**src/rtl/spram_rr_arbiter.sv**
```systemverilog
// Two-requester round-robin arbiter/sequencer in front of one single-port RAM,
// with lock support and read-return routing. Define SPRAM_ARB_STATS_EN for grant/conflict counters.
module spram_rr_arbiter #(
  parameter  int DATA_WIDTH = 8,
  parameter  int ADDR_WIDTH = 8,
  parameter  int RD_LATENCY = 1,
  localparam int BV_WIDTH   = DATA_WIDTH / 8
) (
  input  logic                  clk_i,
  input  logic                  rst_n_i,
  input  logic                  a_valid_i,
  output logic                  a_ready_o,
  input  logic                  a_we_i,
  input  logic                  a_lock_i,
  input  logic [ADDR_WIDTH-1:0] a_addr_i,
  input  logic [DATA_WIDTH-1:0] a_data_i,
  input  logic [BV_WIDTH-1:0]   a_byte_valid_i,
  output logic [DATA_WIDTH-1:0] a_rd_data_o,
  output logic                  a_rd_valid_o,
  input  logic                  b_valid_i,
  output logic                  b_ready_o,
  input  logic                  b_we_i,
  input  logic                  b_lock_i,
  input  logic [ADDR_WIDTH-1:0] b_addr_i,
  input  logic [DATA_WIDTH-1:0] b_data_i,
  input  logic [BV_WIDTH-1:0]   b_byte_valid_i,
  output logic [DATA_WIDTH-1:0] b_rd_data_o,
  output logic                  b_rd_valid_o,
  output logic                  ram_wr_en_o,
  output logic [ADDR_WIDTH-1:0] ram_addr_o,
  output logic [DATA_WIDTH-1:0] ram_data_o,
  output logic [BV_WIDTH-1:0]   ram_byte_valid_o,
  input  logic [DATA_WIDTH-1:0] ram_data_i
`ifdef SPRAM_ARB_STATS_EN
  ,
  output logic [15:0]           a_grant_cnt_o,
  output logic [15:0]           b_grant_cnt_o,
  output logic [15:0]           conflict_cnt_o
`endif
);

  if ((RD_LATENCY != 1) && (RD_LATENCY != 2)) begin : g_bad_latency
    $fatal(1, "spram_rr_arbiter: RD_LATENCY must be 1 or 2");
  end

  localparam int TAP = RD_LATENCY - 1;

  typedef enum logic [1:0] {
    ST_ARB   = 2'd0,
    ST_OWN_A = 2'd1,
    ST_OWN_B = 2'd2
  } state_t;

  state_t                r_state, w_state_nxt;
  logic                  r_prio;  // 0: A wins the next tie, 1: B wins it
  logic [ADDR_WIDTH-1:0] r_last_addr;
  logic [RD_LATENCY-1:0] r_sr_vld, r_sr_own;

  logic                  w_a_grant, w_b_grant, w_fire, w_sel_b, w_lock, w_we;
  logic [ADDR_WIDTH-1:0] w_addr;

  // NOTE: every always_comb output gets a default first so no path leaves it
  // unassigned; a missed branch would otherwise infer a latch.
  always_comb begin
    w_a_grant   = 1'b0;
    w_b_grant   = 1'b0;
    w_state_nxt = r_state;
    case (r_state)
      ST_OWN_A: w_a_grant = a_valid_i;
      ST_OWN_B: w_b_grant = b_valid_i;
      default: begin
        w_a_grant = a_valid_i & (~b_valid_i | ~r_prio);
        w_b_grant = b_valid_i & (~a_valid_i |  r_prio);
      end
    endcase
    w_fire  = w_a_grant | w_b_grant;
    w_sel_b = w_b_grant;
    w_lock  = w_sel_b ? b_lock_i : a_lock_i;
    w_we    = w_sel_b ? b_we_i   : a_we_i;
    w_addr  = w_sel_b ? b_addr_i : a_addr_i;
    if (w_fire) begin
      if ((r_state == ST_ARB) && w_lock)
        w_state_nxt = w_sel_b ? ST_OWN_B : ST_OWN_A;
      else if ((r_state != ST_ARB) && !w_lock)
        w_state_nxt = ST_ARB;
    end
  end

  assign a_ready_o        = w_a_grant;
  assign b_ready_o        = w_b_grant;
  assign ram_wr_en_o      = w_fire & w_we;
  assign ram_addr_o       = w_fire ? w_addr : r_last_addr;
  assign ram_data_o       = w_sel_b ? b_data_i : a_data_i;
  assign ram_byte_valid_o = w_fire ? (w_sel_b ? b_byte_valid_i : a_byte_valid_i) : '0;

  // NOTE: sequential state uses non-blocking assignments so every flop samples
  // pre-edge values regardless of statement order.
  always_ff @(posedge clk_i or negedge rst_n_i) begin
    if (!rst_n_i) begin
      r_state     <= ST_ARB;
      r_prio      <= 1'b0;
      r_last_addr <= '0;
      r_sr_vld    <= '0;
      r_sr_own    <= '0;
    end else begin
      r_state <= w_state_nxt;
      if (w_fire) begin
        r_prio      <= ~w_sel_b;
        r_last_addr <= w_addr;
      end
      // Stage 0 is loaded on the fire edge, so the tap lines up with RAM data.
      r_sr_vld[0] <= w_fire & ~w_we;
      r_sr_own[0] <= w_sel_b;
      for (int i = 1; i < RD_LATENCY; i++) begin
        r_sr_vld[i] <= r_sr_vld[i-1];
        r_sr_own[i] <= r_sr_own[i-1];
      end
    end
  end

  assign a_rd_data_o  = ram_data_i;
  assign b_rd_data_o  = ram_data_i;
  assign a_rd_valid_o = r_sr_vld[TAP] & ~r_sr_own[TAP];
  assign b_rd_valid_o = r_sr_vld[TAP] &  r_sr_own[TAP];

`ifdef SPRAM_ARB_STATS_EN
  logic [15:0] r_a_cnt, r_b_cnt, r_conf_cnt;

  always_ff @(posedge clk_i or negedge rst_n_i) begin
    if (!rst_n_i) begin
      r_a_cnt    <= '0;
      r_b_cnt    <= '0;
      r_conf_cnt <= '0;
    end else begin
      if (w_a_grant && (r_a_cnt != 16'hFFFF)) r_a_cnt <= r_a_cnt + 16'd1;
      if (w_b_grant && (r_b_cnt != 16'hFFFF)) r_b_cnt <= r_b_cnt + 16'd1;
      if (a_valid_i && b_valid_i && w_fire && (r_conf_cnt != 16'hFFFF))
        r_conf_cnt <= r_conf_cnt + 16'd1;
    end
  end

  assign a_grant_cnt_o  = r_a_cnt;
  assign b_grant_cnt_o  = r_b_cnt;
  assign conflict_cnt_o = r_conf_cnt;
`endif

endmodule

```
**config.mk**
```make
export PLATFORM = sky130hd
export DESIGN_NAME = spram_rr_arbiter
export DESIGN_NICKNAME = d
export VERILOG_FILES = /design/src/rtl/spram_rr_arbiter.sv
export SDC_FILE = /design/constraint.sdc
export NUM_CORES = 1
export LEC_CHECK = 0
export ABC_AREA = 1
export CAP_MARGIN = 40
export CORE_UTILIZATION = 30
export DETAILED_ROUTE_END_ITERATION = 10
export GPL_ROUTABILITY_DRIVEN = 0
export GPL_TIMING_DRIVEN = 0
export HOLD_SLACK_MARGIN = 0.06
export PLACE_DENSITY_LB_ADDON = 0.25
export SLEW_MARGIN = 0
export SYNTH_ARGS = -nofsm -noshare
export SYNTH_HDL_FRONTEND = slang
export SYNTH_SLANG_ARGS = --single-unit
```
**constraint.sdc**
```tcl
create_clock -name clk_i -period 1.85 [get_ports clk_i]
set_input_delay 0.185 -clock clk_i [delete_from_list [all_inputs] [get_ports clk_i]]
set_output_delay 0.185 -clock clk_i [all_outputs]
set_load 0.05 [all_outputs]
```
==> impl_summary.txt <==
----------------------------------------------------
[Timing]
  Final setup viols ... 19
  Largest clock skew in the final design ... approximately 0.43 ps
  Actual transition at the worst max-transition pin ... about 620 ps
  Final hold vios ... 0
  Max frequency ... ~500 MHz
  RSZ-0062 raised after global routing ... yes
  Share of the clock period used by the worst path after layout ... 110%
  Period minus WS final ... roughly 2000 ps
  Slack of the critical path ... -188 ps
  Max_slew headroom ... around three fifths
  Max-slew violation count ... 0

[Setup path]
  Worst-path fanout max ... 5
  Required time of the critical path ... between 1500 and 2000 ps
  Critical Setup Path Class ... reg2out
  Endpoint class of the critical path ... output port
  Critical path startpoint category ... flop
  Data arrival time of the worst path ... 1850 ps

[Synth]
  Library cell with the largest summed area after synthesis ... sky130_fd_sc_hd__dfrtp_1
  Combinational family with the most area after synthesis ... simple AND/OR/NAND/NOR gates
  Area share of the leading cell type in the synthesized netlist ... 30.0%
  Post-synth design cell area ... between 0.001 and 0.0015 sq mm
  Post-synthesis xor/xnor area fraction ... 0%
  Number of distinct standard cells referenced by the synthesized netlist ... 17
  Multiplexer share of the synthesized area ... 0%
  Count of state elements after synthesis ... 13
  Area share of fa/ha/maj cells after synthesis ... under 10%
  Count of warnings emitted by yosys ... 0
  Avg Cell Area, Syn ... roughly 6.6 sq um
  Share of the yosys chip area belonging to registers ... around 30%
  Mapped Cells ... 164
  Compound-Gate Fraction of Synth Area ... under 10%
  Area share of and/or/nand/nor cells after synthesis ... between 30% and 40%
  Net count of the mapped netlist ... about 220
  Area contributors post-synth ... sky130_fd_sc_hd__dfrtp_1, sky130_fd_sc_hd__nand2_1, sky130_fd_sc_hd__buf_4, sky130_fd_sc_hd__inv_1, sky130_fd_sc_hd__nand3_1

[Flow run]
  # Max-Cap Violations ... 0

[Clock network]
  Post-CTS clock slew at the launch and capture registers of the worst setup and hold paths ... around 80 ps
  Number of clock buffers inserted by TritonCTS ... 3
  TritonCTS clock tree ... done
  Hold_buf cts ... 0
  Clk Latency, worst-skew pair ... 270 ps
  TritonCTS Sinks ... 13
  Maximum number of buffers from clock root to sink ... 2
  Clock H-tree levels ... 1
  Library cell used as clock root buffer ... sky130_fd_sc_hd__clkbuf_4

[Die]
  Core area ... 0.00339 sq mm
  Die outline height ... ~62 microns
  # rows ... 21
  Io pins ... 88
  Starting utilization of the core area ... between 30% and 40%
  Chip Width ... roughly 62 microns
  Area enclosed by the die boundary ... between 0.003 and 0.004 sq mm

[Worst hold path]
  Worst hold path class ... in2async

[Cells and area]
  Antenna diode count ... 0
  Net count reported at finish ... 317
  Growth of design area from synthesis to finish ... 119%
  Fillcell total ... 272
  Fin util ... a little over two thirds
  Fraction of layout cells with a size suffix above 1 ... a little over two fifths
  Highest-count cells in the layout ignoring fill and taps ... sky130_fd_sc_hd__clkdlybuf4s50_1, sky130_fd_sc_hd__nand2_1, sky130_fd_sc_hd__buf_4
  Commonest non-fill, non-tap cell in the layout ... sky130_fd_sc_hd__clkdlybuf4s50_1

[Placement]
  Detailed-placement wirelength estimate ... 2330 microns
  Number of buffers inserted by port buffering ... ~80

[Global routing]
  Via count of the first global-routing pass ... around 1300
  Number of antenna violations at the first check in global routing ... 0
  Total global-route track usage ... 17.5%
  Final global-route overflow total ... 0
  Maximum number of pins on one net before global-route repair ... 14
  First-pass GRT wire length ... around 5400 microns

[Outcome]
  Result of the run ... finished, violations left
  Violated checks ... setup timing

[Route]
  Post-detailed-route wirelength per cell ... 11.3 microns
  Drt pass-1 iters ... 4
  Post-route DRC violation count ... 0
  Final wirelength ... approximately 3500 microns
  Starting DRT DRC Count ... 29
  Number of vias in the routed layout ... 1314
  Routed Antenna Nets ... 0
  Vias per cell ... between 4 and 5

----------------------------------------------------
-- cell type report --
cell class / count / area (sq um) / area share (%)
buffer: 21 / 193 / 8.10
clock buffer: 4 / 26.3 / 1.10
multi-input combinational: 101 / 653 / 27.4
timing repair buffer: 94 / 1000 / 42.2
inverter: 29 / 121 / 5.10
sequential: 13 / 325 / 13.7
tap: 46 / 57.6 / 2.42
-- sequential cells by signal (all words and copies together), names as in the netlist --
name,flops
r_last_addr,8
r_state,2
r_prio,1
r_sr_own,1
r_sr_vld,1
-- worst paths after layout --
| path | from | endpoint | slack [ps] | cells past startpoint |
|---|---|---|---|---|
| max | r_state[0] | ram_addr_o[4] | -190 | 11 |
| min | rst_n_i | r_last_addr[7] | 290 | 1 |
| max reg2reg | r_state[1] | r_last_addr[5] | -150 | 14 |
| min reg2reg | r_last_addr[1] | r_last_addr[1] | 500 | 2 |
| max in group asynchronous | rst_n_i | r_last_addr[2] | 1160 | 1 |
| min in group clk_i | r_last_addr[1] | r_last_addr[1] | 500 | 2 |
-- synth_stat cells, drive strengths merged --
master,instances
ha,4
buf,21
inv,29
nand2,79
o21ai,1
nand3,12
dfrtp,13
nor2,3
a21oi,1
nand4,1
-- critical path, cell delays in order, from the launching register on --
cell                        delay, ps
sky130_fd_sc_hd__dfrtp_1          400
sky130_fd_sc_hd__inv_2             90
sky130_fd_sc_hd__ha_4             210
sky130_fd_sc_hd__inv_4             60
sky130_fd_sc_hd__nand2_2           40
sky130_fd_sc_hd__nand2_2           70
sky130_fd_sc_hd__nand2_4          100
sky130_fd_sc_hd__nand2_4          120
sky130_fd_sc_hd__clkbuf_16        150
sky130_fd_sc_hd__nand3_1           80
sky130_fd_sc_hd__nand2_2           80
sky130_fd_sc_hd__buf_6            160
-- repair_timing --
item / 4_1_cts / 5_1_grt
setup buffers: 13 / 3
cloned: 1 / 1
gates resized for setup: 166 / 46
pin swaps: 6 / 12
setup endpoints to repair: 22 / 23
-- cell families after synthesis --
group                    count (synthesis)
buffers and inverters                   50
AND/OR/NAND/NOR                         95
AO/OA/AOI/OAI                            2
adder cells (fa/ha/maj)                  4
flip-flops                              13
-- metal layers --
layer,part of all wire (%),up-vias,global-route usage (%)
met5,0,-,0
met4,0.89,0,4.36
met3,3.6,4,3.86
met2,59,37,34.6
met1,36,612,18.5
li1,-,661,-
-- per-stage QoR --
step	setup TNS [ps]	cells	hold slack, ps	cell area, sq um	worst slack [ps]
floorplan	-26.7	164	-111	1110	-26.7
global placement	-10330	289	460	1950	-592
detailed placement	-10740	289	466	1950	-621
CTS	-2730	307	295	2230	-181
global route	-4540	308	331	2380	-297
finish	-2530	308	290	2380	-188
Power is left out: the tool's default activity adds up to more than one toggle a clock period on the data nets, which glitch-free logic cannot reach.
